===== src/rtl/sync_load_ctl_if.sv =====
// Handshake bundle between the async source, sync_load_ctl and the downstream loadable register.
interface sync_load_ctl_if #(
  parameter int unsigned WIDTH = 8
);
  logic             clk;
  logic             req_async;
  logic [WIDTH-1:0] data_async;
  logic [WIDTH-1:0] d;
  logic             ld;
  logic             ack_async;
  logic             busy;

  modport master (
    output clk, req_async, data_async,
    input  d, ld, ack_async, busy
  );

  modport slave (
    input  clk, req_async, data_async,
    output d, ld, ack_async, busy
  );
endinterface


===== src/rtl/sync_load_ctl.sv =====
// Toggle req/ack receiver: synchronises an async request, waits a settle window,
// captures the data word and holds it with a load strobe until the downstream enable takes it.
module sync_load_ctl #(
  parameter int unsigned WIDTH       = 8,
  parameter int unsigned SYNC_STAGES = 2,
  parameter int unsigned SETTLE      = 2
) (
  input  logic           sys_clk,
  input  logic           rst,
  sync_load_ctl_if.slave bus
);

  localparam int unsigned CNT_W = 4;

  typedef enum logic [1:0] {
    ST_IDLE   = 2'd0,
    ST_SETTLE = 2'd1,
    ST_LOAD   = 2'd2,
    ST_ACK    = 2'd3
  } state_t;

  logic [SYNC_STAGES-1:0] r_sync;
  logic                   w_sync_req;

  state_t             r_state,    w_state_nx;
  logic               r_req_seen, w_req_seen_nx;
  logic [CNT_W-1:0]   r_cnt,      w_cnt_nx;
  logic [WIDTH-1:0]   r_d,        w_d_nx;
  logic               r_ld,       w_ld_nx;
  logic               r_ack,      w_ack_nx;
  logic               r_busy,     w_busy_nx;

  // Request synchroniser; the only place req_async is sampled.
  always_ff @(posedge sys_clk) begin
    if (rst) begin
      r_sync <= '0;
    end else begin
      r_sync <= {r_sync[SYNC_STAGES-2:0], bus.req_async};
    end
  end

  assign w_sync_req = r_sync[SYNC_STAGES-1];

  always_ff @(posedge sys_clk) begin
    if (rst) begin
      r_state    <= ST_IDLE;
      r_req_seen <= 1'b0;
      r_cnt      <= '0;
      r_d        <= '0;
      r_ld       <= 1'b0;
      r_ack      <= 1'b0;
      r_busy     <= 1'b0;
    end else begin
      r_state    <= w_state_nx;
      r_req_seen <= w_req_seen_nx;
      r_cnt      <= w_cnt_nx;
      r_d        <= w_d_nx;
      r_ld       <= w_ld_nx;
      r_ack      <= w_ack_nx;
      r_busy     <= w_busy_nx;
    end
  end

  // Next-state and registered-output values.
  always_comb begin
    w_state_nx    = r_state;
    w_req_seen_nx = r_req_seen;
    w_cnt_nx      = r_cnt;
    w_d_nx        = r_d;
    w_ld_nx       = r_ld;
    w_ack_nx      = r_ack;

    case (r_state)
      ST_IDLE: begin
        if (w_sync_req != r_req_seen) begin
          w_req_seen_nx = w_sync_req;
          w_cnt_nx      = CNT_W'(SETTLE);
          w_state_nx    = ST_SETTLE;
        end
      end
      ST_SETTLE: begin
        if (r_cnt == '0) begin
          w_d_nx     = bus.data_async;
          w_ld_nx    = 1'b1;
          w_state_nx = ST_LOAD;
        end else begin
          w_cnt_nx = r_cnt - CNT_W'(1);
        end
      end
      ST_LOAD: begin
        // Downstream may stall indefinitely; strobe and data stay put until taken.
        if (bus.clk) begin
          w_ld_nx    = 1'b0;
          w_state_nx = ST_ACK;
        end
      end
      ST_ACK: begin
        w_ack_nx   = ~r_ack;
        w_state_nx = ST_IDLE;
      end
      default: begin
        w_ld_nx    = 1'b0;
        w_state_nx = ST_IDLE;
      end
    endcase

    w_busy_nx = (w_state_nx != ST_IDLE);
  end

  assign bus.d         = r_d;
  assign bus.ld        = r_ld;
  assign bus.ack_async = r_ack;
  assign bus.busy      = r_busy;

endmodule


===== src/flat_wrapper.sv =====
// flat-port wrapper written by rule: the top's interface ports become plain ports
module sync_load_ctl_flat 
#(
  parameter int unsigned WIDTH       = 8,
  parameter int unsigned SYNC_STAGES = 2,
  parameter int unsigned SETTLE      = 2
)
  (sys_clk, rst, bus_clk, bus_req_async, bus_data_async, bus_d, bus_ld, bus_ack_async, bus_busy);
  sync_load_ctl_if #(.WIDTH(WIDTH)) bus_i ();
  input  logic sys_clk;
  input  logic rst;
  input wire logic [$bits(bus_i.clk)-1:0] bus_clk;
  input wire logic [$bits(bus_i.req_async)-1:0] bus_req_async;
  input wire logic [$bits(bus_i.data_async)-1:0] bus_data_async;
  output wire logic [$bits(bus_i.d)-1:0] bus_d;
  output wire logic [$bits(bus_i.ld)-1:0] bus_ld;
  output wire logic [$bits(bus_i.ack_async)-1:0] bus_ack_async;
  output wire logic [$bits(bus_i.busy)-1:0] bus_busy;
  assign bus_i.clk = bus_clk;
  assign bus_i.req_async = bus_req_async;
  assign bus_i.data_async = bus_data_async;
  assign bus_d = bus_i.d;
  assign bus_ld = bus_i.ld;
  assign bus_ack_async = bus_i.ack_async;
  assign bus_busy = bus_i.busy;
  sync_load_ctl #(.WIDTH(WIDTH), .SYNC_STAGES(SYNC_STAGES), .SETTLE(SETTLE)) u_core (.sys_clk(sys_clk), .rst(rst), .bus(bus_i));
endmodule

===== config.mk =====
export PLATFORM = sky130hd
export DESIGN_NAME = sync_load_ctl_flat
export DESIGN_NICKNAME = d
export VERILOG_FILES = /design/src/rtl/sync_load_ctl_if.sv /design/src/rtl/sync_load_ctl.sv /design/src/flat_wrapper.sv
export SDC_FILE = /design/constraint.sdc
export NUM_CORES = 1
export LEC_CHECK = 0
export CORE_ASPECT_RATIO = 0.9
export CORE_MARGIN = 2
export CORE_UTILIZATION = 46
export CTS_CLUSTER_SIZE = 16
export DETAILED_ROUTE_END_ITERATION = 8
export PLACE_DENSITY = 0.88
export SETUP_SLACK_MARGIN = 0.5
export SYNTH_ARGS = -nofsm -noshare
export SYNTH_HDL_FRONTEND = slang
export SYNTH_SLANG_ARGS = --single-unit
export TNS_END_PERCENT = 20

===== constraint.sdc =====
create_clock -name sys_clk -period 2.1 [get_ports sys_clk]
set_clock_uncertainty 0.05 [all_clocks]
set_input_delay 0.42 -clock sys_clk [delete_from_list [all_inputs] [get_ports sys_clk]]
set_output_delay 0.42 -clock sys_clk [all_outputs]
set_load 0.02 [all_outputs]

==> impl_metrics.env, run 1 <==
export IMPL_status="completed"
export IMPL_grt_overflow=0
export IMPL_synth_common_cells="dfxtp_1 (20), a21oi_1 (10), o21ai_0 (9)"
export IMPL_drc_errors=0
export IMPL_cts_clk_slew_worst_paths_ns=0.12
export IMPL_synthDistinctLibCells=31
export IMPL_synthArstFlopShare=0
export IMPL_grt_total_usage=0.193
export IMPL_die_h_um=44.8
export IMPL_start_util=0.500
export IMPL_slew_headroom=0.522
export IMPL_critPathTopFamily="buffers and inverters"
export IMPL_yosysMostFrequentCell="dfxtp_1"
export IMPL_cap_violations=0
export IMPL_cts_tree="built"
export IMPL_cts_hold_buf=0
export IMPL_drt_iter0_markers=14
export IMPL_p_comb_frac=0.203
export IMPL_antenna_found_initial=0
export IMPL_period_share=0.817
export IMPL_viasPerCell=5.49
export IMPL_path_max_fanout=2
export IMPL_layout_nets=129
export IMPL_crit_required_ns=1.63
export IMPL_cts_buffer_depth=2
export IMPL_ys_seq_area_frac=0.471
export IMPL_yosysTopAreaCell="dfxtp_1"
export IMPL_hold_violations=0
export IMPL_clock_sinks=20
export IMPL_critical_path_class="register to output port"
export IMPL_syn_inst=92
export IMPL_critPathMaxStageDelay_ns=0.60
export IMPL_synth_edf_count=0
export IMPL_clock_latency_ns=0.30
export IMPL_cts_root_buf="clkbuf_4"
export IMPL_grt_pass1_wl_um=3230
export IMPL_critPathLaunchType="register"
export IMPL_fin_hold_ws_ns=0.412
export IMPL_post_route_util=0.680
export IMPL_synth_area_per_cell_um2=9.23
export IMPL_switching_power_w=0.000240
export IMPL_hpwlAfterDp_um=1320
export IMPL_gp_congestion=0.734
export IMPL_critPathSlowestCell="clkdlybuf4s50_1"
export IMPL_path_depth=1
export IMPL_p_sw_frac=0.260
export IMPL_dpl_worst_slack_ns=0.346
export IMPL_detail_route_first_pass_iterations=4
export IMPL_die_w_um=49.3
export IMPL_rsz0062_at_grt="yes"
export IMPL_min_from="u_core.r_sync[0]"
export IMPL_syn_nets=106
export IMPL_timing_rr_start="u_core.r_cnt[1]"
export IMPL_rows=14
export IMPL_drt_antenna_violating_nets=0
export IMPL_reg2reg_to="u_core.r_cnt[2]"
export IMPL_port_buffer_count=22
export IMPL_fmax_mhz=583
export IMPL_synthesis_area_um2=850
export IMPL_whs_endpoint="u_core.r_sync[1]"
export IMPL_p_int_w=0.000685
export IMPL_setup_tns_final_ns=0
export IMPL_setup_slack_ns=0.385
export IMPL_cp_end_kind="output port"
export IMPL_critPathArrivalTime_ns=1.24
export IMPL_wl_per_cell_um=14.1
export IMPL_powerDensity_mw_per_mm2=800
export IMPL_ir_drop_v=0.000571
export IMPL_hold_class="register to register"
export IMPL_rr_worst_depth=5
export IMPL_synthTopCellsByArea="dfxtp_1 (47%), a21oi_1 (5.9%), o21ai_0 (5.3%)"
export IMPL_fin_crit_ns=1.71
export IMPL_final_layout_size_suffix_gt1_frac=0.132
export IMPL_worst_pin_slew_ns=0.714
export IMPL_crit_chain="clkdlybuf4s50_1"
export IMPL_setup_viol=0
export IMPL_synth_top_area_frac=0.471
export IMPL_die_area_mm2=0.00221
export IMPL_n_antenna_cell=0
export IMPL_power_frac_seq=0.460
export IMPL_cts_htree_levels=1
export IMPL_grt_pass1_vias=742
export IMPL_wl_um=1950
export IMPL_synthToLayoutAreaGrowth_pct=36.1
export IMPL_path_buf_inv=1
export IMPL_grt_max_degree=21
export IMPL_yosysWarnings=0
export IMPL_num_vias=757
export IMPL_r2r_slack_ns=0.50
export IMPL_p_leak_nw=0.454
export IMPL_cts_buffers=3
export IMPL_synth_flop_cell="dfxtp_1"
export IMPL_synth_seq_cells=20
export IMPL_clkPwrFrac=0.336
export IMPL_holdPathStages=1
export IMPL_ios=23
export IMPL_core_area_mm2=0.00170
export IMPL_maxSlewViolCount=0
[sequential cells by signal, summed over array words and instances (netlist names)]
register	cells
u_core.bus.ack_async	1
u_core.bus.busy	1
u_core.bus.d	8
u_core.bus.ld	1
u_core.r_cnt	4
u_core.r_req_seen	1
u_core.r_state	2
u_core.r_sync	2
[kinds of logic after synthesis]
kind of cell               after synthesis  synth area share
muxes                                    1            0.0118
and+or+nand+nor                         32             0.228
AOI/OAI and AO/OA                       26             0.175
xor gates and xnor gates                 3            0.0309
adders and majority gates                2            0.0295
DFF                                     20             0.471
buffers and inverters                    8            0.0530
[timing repair]
action                                  in CTS  in global routing
endpoints found under the setup margin      12                 15
buffers inserted                             1                  0
hold endpoints to repair                     0                  0
gates resized for setup                      6                  3
[how the worst max path moves through the flow]
stage | from | end | slack, ns
3_3_place_gp | u_core.r_cnt[0] | u_core.r_cnt[2] | 0.45
4_1_cts | u_core.bus.ld | bus_ld | 0.36
3_5_place_dp | u_core.r_cnt[0] | u_core.r_cnt[2] | 0.35
6_report | u_core.bus.d[0] | bus_d[0] | 0.39
5_1_grt | u_core.bus.d[0] | bus_d[0] | 0.34
2_1_floorplan | u_core.r_cnt[0] | u_core.r_cnt[2] | 0.50
[power groups by stage]
stage / Sequential [W] / Combinational [W] / Clock, W
2_1_floorplan: 0.000446 / 0.000107 / 0
5_1_grt: 0.000429 / 0.000204 / 0.000333
4_1_cts: 0.000425 / 0.000188 / 0.000316
3_5_place_dp: 0.000434 / 0.000180 / 0
3_3_place_gp: 0.000433 / 0.000174 / 0
6_report: 0.000426 / 0.000188 / 0.000311
[area by class of cell]
type | count | area [µm²]
Clock buffer | 3 | 22.5
Clock inverter | 1 | 30.0
Fill cell | 167 | 543
Inverter | 3 | 11.3
Multi-Input combinational cell | 64 | 423
Sequential cell | 20 | 405
Tap cell | 24 | 30.0
Timing Repair Buffer | 23 | 234
[worst register-to-register path: stages (launching register included)]
cell and delay (ns):
dfxtp_2 0.36, inv_2 0.05, ha_2 0.18, nor2b_4 0.16
or4_4 0.50, a211oi_2 0.23
[per-layer routing]
metal  vias up  GRT usage  wire length [µm]
li1        371          -                 -
met5         -          0                 0
met3         8     0.0497               118
met2        25      0.368               951
met4         0     0.0857                48
met1       353      0.203               827
[metrics by stage]
| step | std cells | total power (W) | instance area [µm²] |
|---|---|---|---|
| 3_3_place_gp | 133 | 0.000607 | 1070 |
| 2_1_floorplan | 92 | 0.000553 | 855 |
| 5_1_grt | 138 | 0.000966 | 1160 |
| 3_5_place_dp | 133 | 0.000614 | 1070 |
| 6_report | 138 | 0.000925 | 1160 |
| 4_1_cts | 138 | 0.000929 | 1150 |
[placed cells by master (no fill, tap or decap), types with 2 or more instances in the layout]
cell type	instances
a21oi_1	10
clkbuf_4	3
clkdlybuf4s50_1	18
dfxtp_1	18
dlymetal6s2s_1	3
inv_2	2
nand2b_1	2
nand3_1	8
nor2_1	6
nor2b_1	2
nor3b_1	2
o21ai_0	9
or2_1	2
xnor2_1	2
No activity file was read; power rests on OpenSTA's default activity.
==> run 2, diff against run 1 <==
==> constraint.sdc (replaced) <==
create_clock -name sys_clk -period 1.7 [get_ports sys_clk]
set_clock_uncertainty 0.05 [all_clocks]
set_input_delay 0.34 -clock sys_clk [delete_from_list [all_inputs] [get_ports sys_clk]]
set_output_delay 0.34 -clock sys_clk [all_outputs]
set_load 0.02 [all_outputs]
==> run 2 against run 1 <==
- hold slack worse by 0.0096 ns
- largest cell class unchanged
- critical path type is now register to register
- worst setup slack worse by 0.17 ns
- sequential power rose by 24%
==> impl_metrics.env, run 2 (synthesized netlist as in run 1, its figures left out) <==
export IMPL_period_share=0.875
export IMPL_crit_required_ns=1.87
export IMPL_clkPwrFrac=0.214
export IMPL_ir_drop_v=0.000623
export IMPL_layout_nets=136
export IMPL_fin_cells=144
export IMPL_fin_crit_ns=1.49
export IMPL_detail_route_first_pass_iterations=4
export IMPL_ff_latch_area_um2=405
export IMPL_clock_latency_ns=0.29
export IMPL_port_buffer_count=22
export IMPL_final_cell_mix="dfxtp_1 (16), clkdlybuf4s50_1 (11), a21oi_1 (10)"
export IMPL_clock_sinks=20
export IMPL_cts_hold_buf=0
export IMPL_final_layout_size_suffix_gt1_frac=0.258
export IMPL_hold_violations=0
export IMPL_r2r_slack_ns=0.21
export IMPL_p_comb_frac=0.261
export IMPL_wl_met1_um=784
export IMPL_rows=14
export IMPL_wl_per_cell_um=13.0
export IMPL_p_sw_frac=0.288
export IMPL_worst_pin_slew_ns=0.289
export IMPL_multiInputGateArea_um2=454
export IMPL_n_antenna_cell=0
export IMPL_p_leak_nw=0.466
export IMPL_die_w_um=49.3
export IMPL_gp_congestion=0.798
export IMPL_slew_headroom=0.807
export IMPL_ios=23
export IMPL_cts_buffers=3
export IMPL_dr_wl_met2_um=940
export IMPL_setup_tns_final_ns=0
export IMPL_dp_cells=136
export IMPL_synthToLayoutAreaGrowth_pct=38.6
export IMPL_power_frac_seq=0.526
export IMPL_whs_endpoint="u_core.r_sync[1]"
export IMPL_critPathLaunchType="register"
export IMPL_setup_viol=0
export IMPL_cts_tree="built"
export IMPL_p_int_w=0.000714
export IMPL_fill_cells=153
export IMPL_grt_overflow=0
export IMPL_start_util=0.500
export IMPL_hpwlAfterDp_um=1310
export IMPL_core_area_mm2=0.00170
export IMPL_num_vias=769
export IMPL_antenna_found_initial=0
export IMPL_path_max_fanout=2
export IMPL_die_area_mm2=0.00221
export IMPL_met3_length_um=131
export IMPL_cts_htree_levels=1
export IMPL_grt_pass1_wl_um=3280
export IMPL_drt_antenna_violating_nets=0
export IMPL_wl_um=1870
export IMPL_critical_path_class="register to register"
export IMPL_grt_total_usage=0.194
export IMPL_maxSlewViolCount=0
export IMPL_hold_class="register to register"
export IMPL_routed_top_layer="met4"
export IMPL_fmax_mhz=672
export IMPL_timing_rr_start="u_core.r_cnt[0]"
export IMPL_drt_iter0_markers=7
export IMPL_mostFrequentLayoutCell="dfxtp_1"
export IMPL_critPathArrivalTime_ns=1.66
export IMPL_grt_pass1_vias=749
export IMPL_powerDensity_mw_per_mm2=852
export IMPL_cap_violations=0
export IMPL_cts_clk_slew_worst_paths_ns=0.10
export IMPL_cts_root_buf="clkbuf_4"
export IMPL_min_from="u_core.r_sync[0]"
export IMPL_switching_power_w=0.000288
export IMPL_die_h_um=44.8
export IMPL_grt_max_degree=21
export IMPL_status="completed"
export IMPL_cts_buffer_depth=2
export IMPL_viasPerCell=5.34
export IMPL_drc_errors=0
export IMPL_largest_reg_flops=8
export IMPL_cp_end_kind="register"
export IMPL_reg2reg_to="u_core.r_cnt[2]"
export IMPL_holdPathStages=1
export IMPL_rsz0062_at_grt="yes"
export IMPL_rr_worst_depth=5
-- run 2: what timing repair did --
action	in CTS	in global routing
setup endpoints to repair	26	28
gates resized for setup	28	4
setup buffers	5	0
hold endpoints to repair	0	0
pin swaps	3	0
-- run 2: layout make-up --
cell class | instances | area share
Sequential cell | 20 | 0.344
Clock buffer | 3 | 0.0191
Timing Repair Buffer | 30 | 0.216
Inverter | 3 | 0.00956
Tap cell | 24 | 0.0255
Multi-Input combinational cell | 64 | 0.386
-- run 2: metal layers --
metal	global-route usage	vias to the layer above
met5	0	-
met4	0.0514	0
met3	0.0728	2
met2	0.365	21
met1	0.206	362
li1	-	384
-- run 2: worst max path at each step --
stage / startpoint / endpoint
2_1_floorplan: u_core.r_cnt[0] / u_core.r_cnt[2]
3_3_place_gp: u_core.r_cnt[0] / u_core.r_cnt[2]
3_5_place_dp: u_core.r_cnt[0] / u_core.r_cnt[2]
4_1_cts: u_core.r_cnt[1] / u_core.r_cnt[2]
5_1_grt: u_core.r_cnt[0] / u_core.r_cnt[2]
6_report: u_core.r_cnt[0] / u_core.r_cnt[2]
-- run 2: per-stage QoR --
| step | setup WS, ns | area (µm²) | power, W | hold slack (ns) | util |
|---|---|---|---|---|---|
| after CTS | 0.218 | 1170 | 0.00100 | 0.406 | 0.689 |
| after detailed placement | 0.128 | 1120 | 0.000783 | 0.381 | 0.659 |
| after global placement | 0.222 | 1120 | 0.000776 | 0.376 | 0.659 |
| after global routing | 0.125 | 1180 | 0.00106 | 0.424 | 0.693 |
| final | 0.212 | 1180 | 0.00100 | 0.402 | 0.693 |
| after floorplan | 0.109 | 882 | 0.000698 | 0.364 | - |
-- run 2: power groups by stage --
stage | Combinational, W | Clock, W | Sequential, W
2_1_floorplan | 0.000146 | 0 | 0.000552
3_3_place_gp | 0.000241 | 0 | 0.000535
3_5_place_dp | 0.000245 | 0 | 0.000538
4_1_cts | 0.000258 | 0.000219 | 0.000525
5_1_grt | 0.000287 | 0.000240 | 0.000531
6_report | 0.000261 | 0.000215 | 0.000527
-- run 2: critical path, cell delays in order, from the launching register on --
cell	delay, ns
dfxtp_2	0.35
inv_2	0.05
ha_4	0.15
nor2b_4	0.12
or4_4	0.52
a211oi_2	0.18
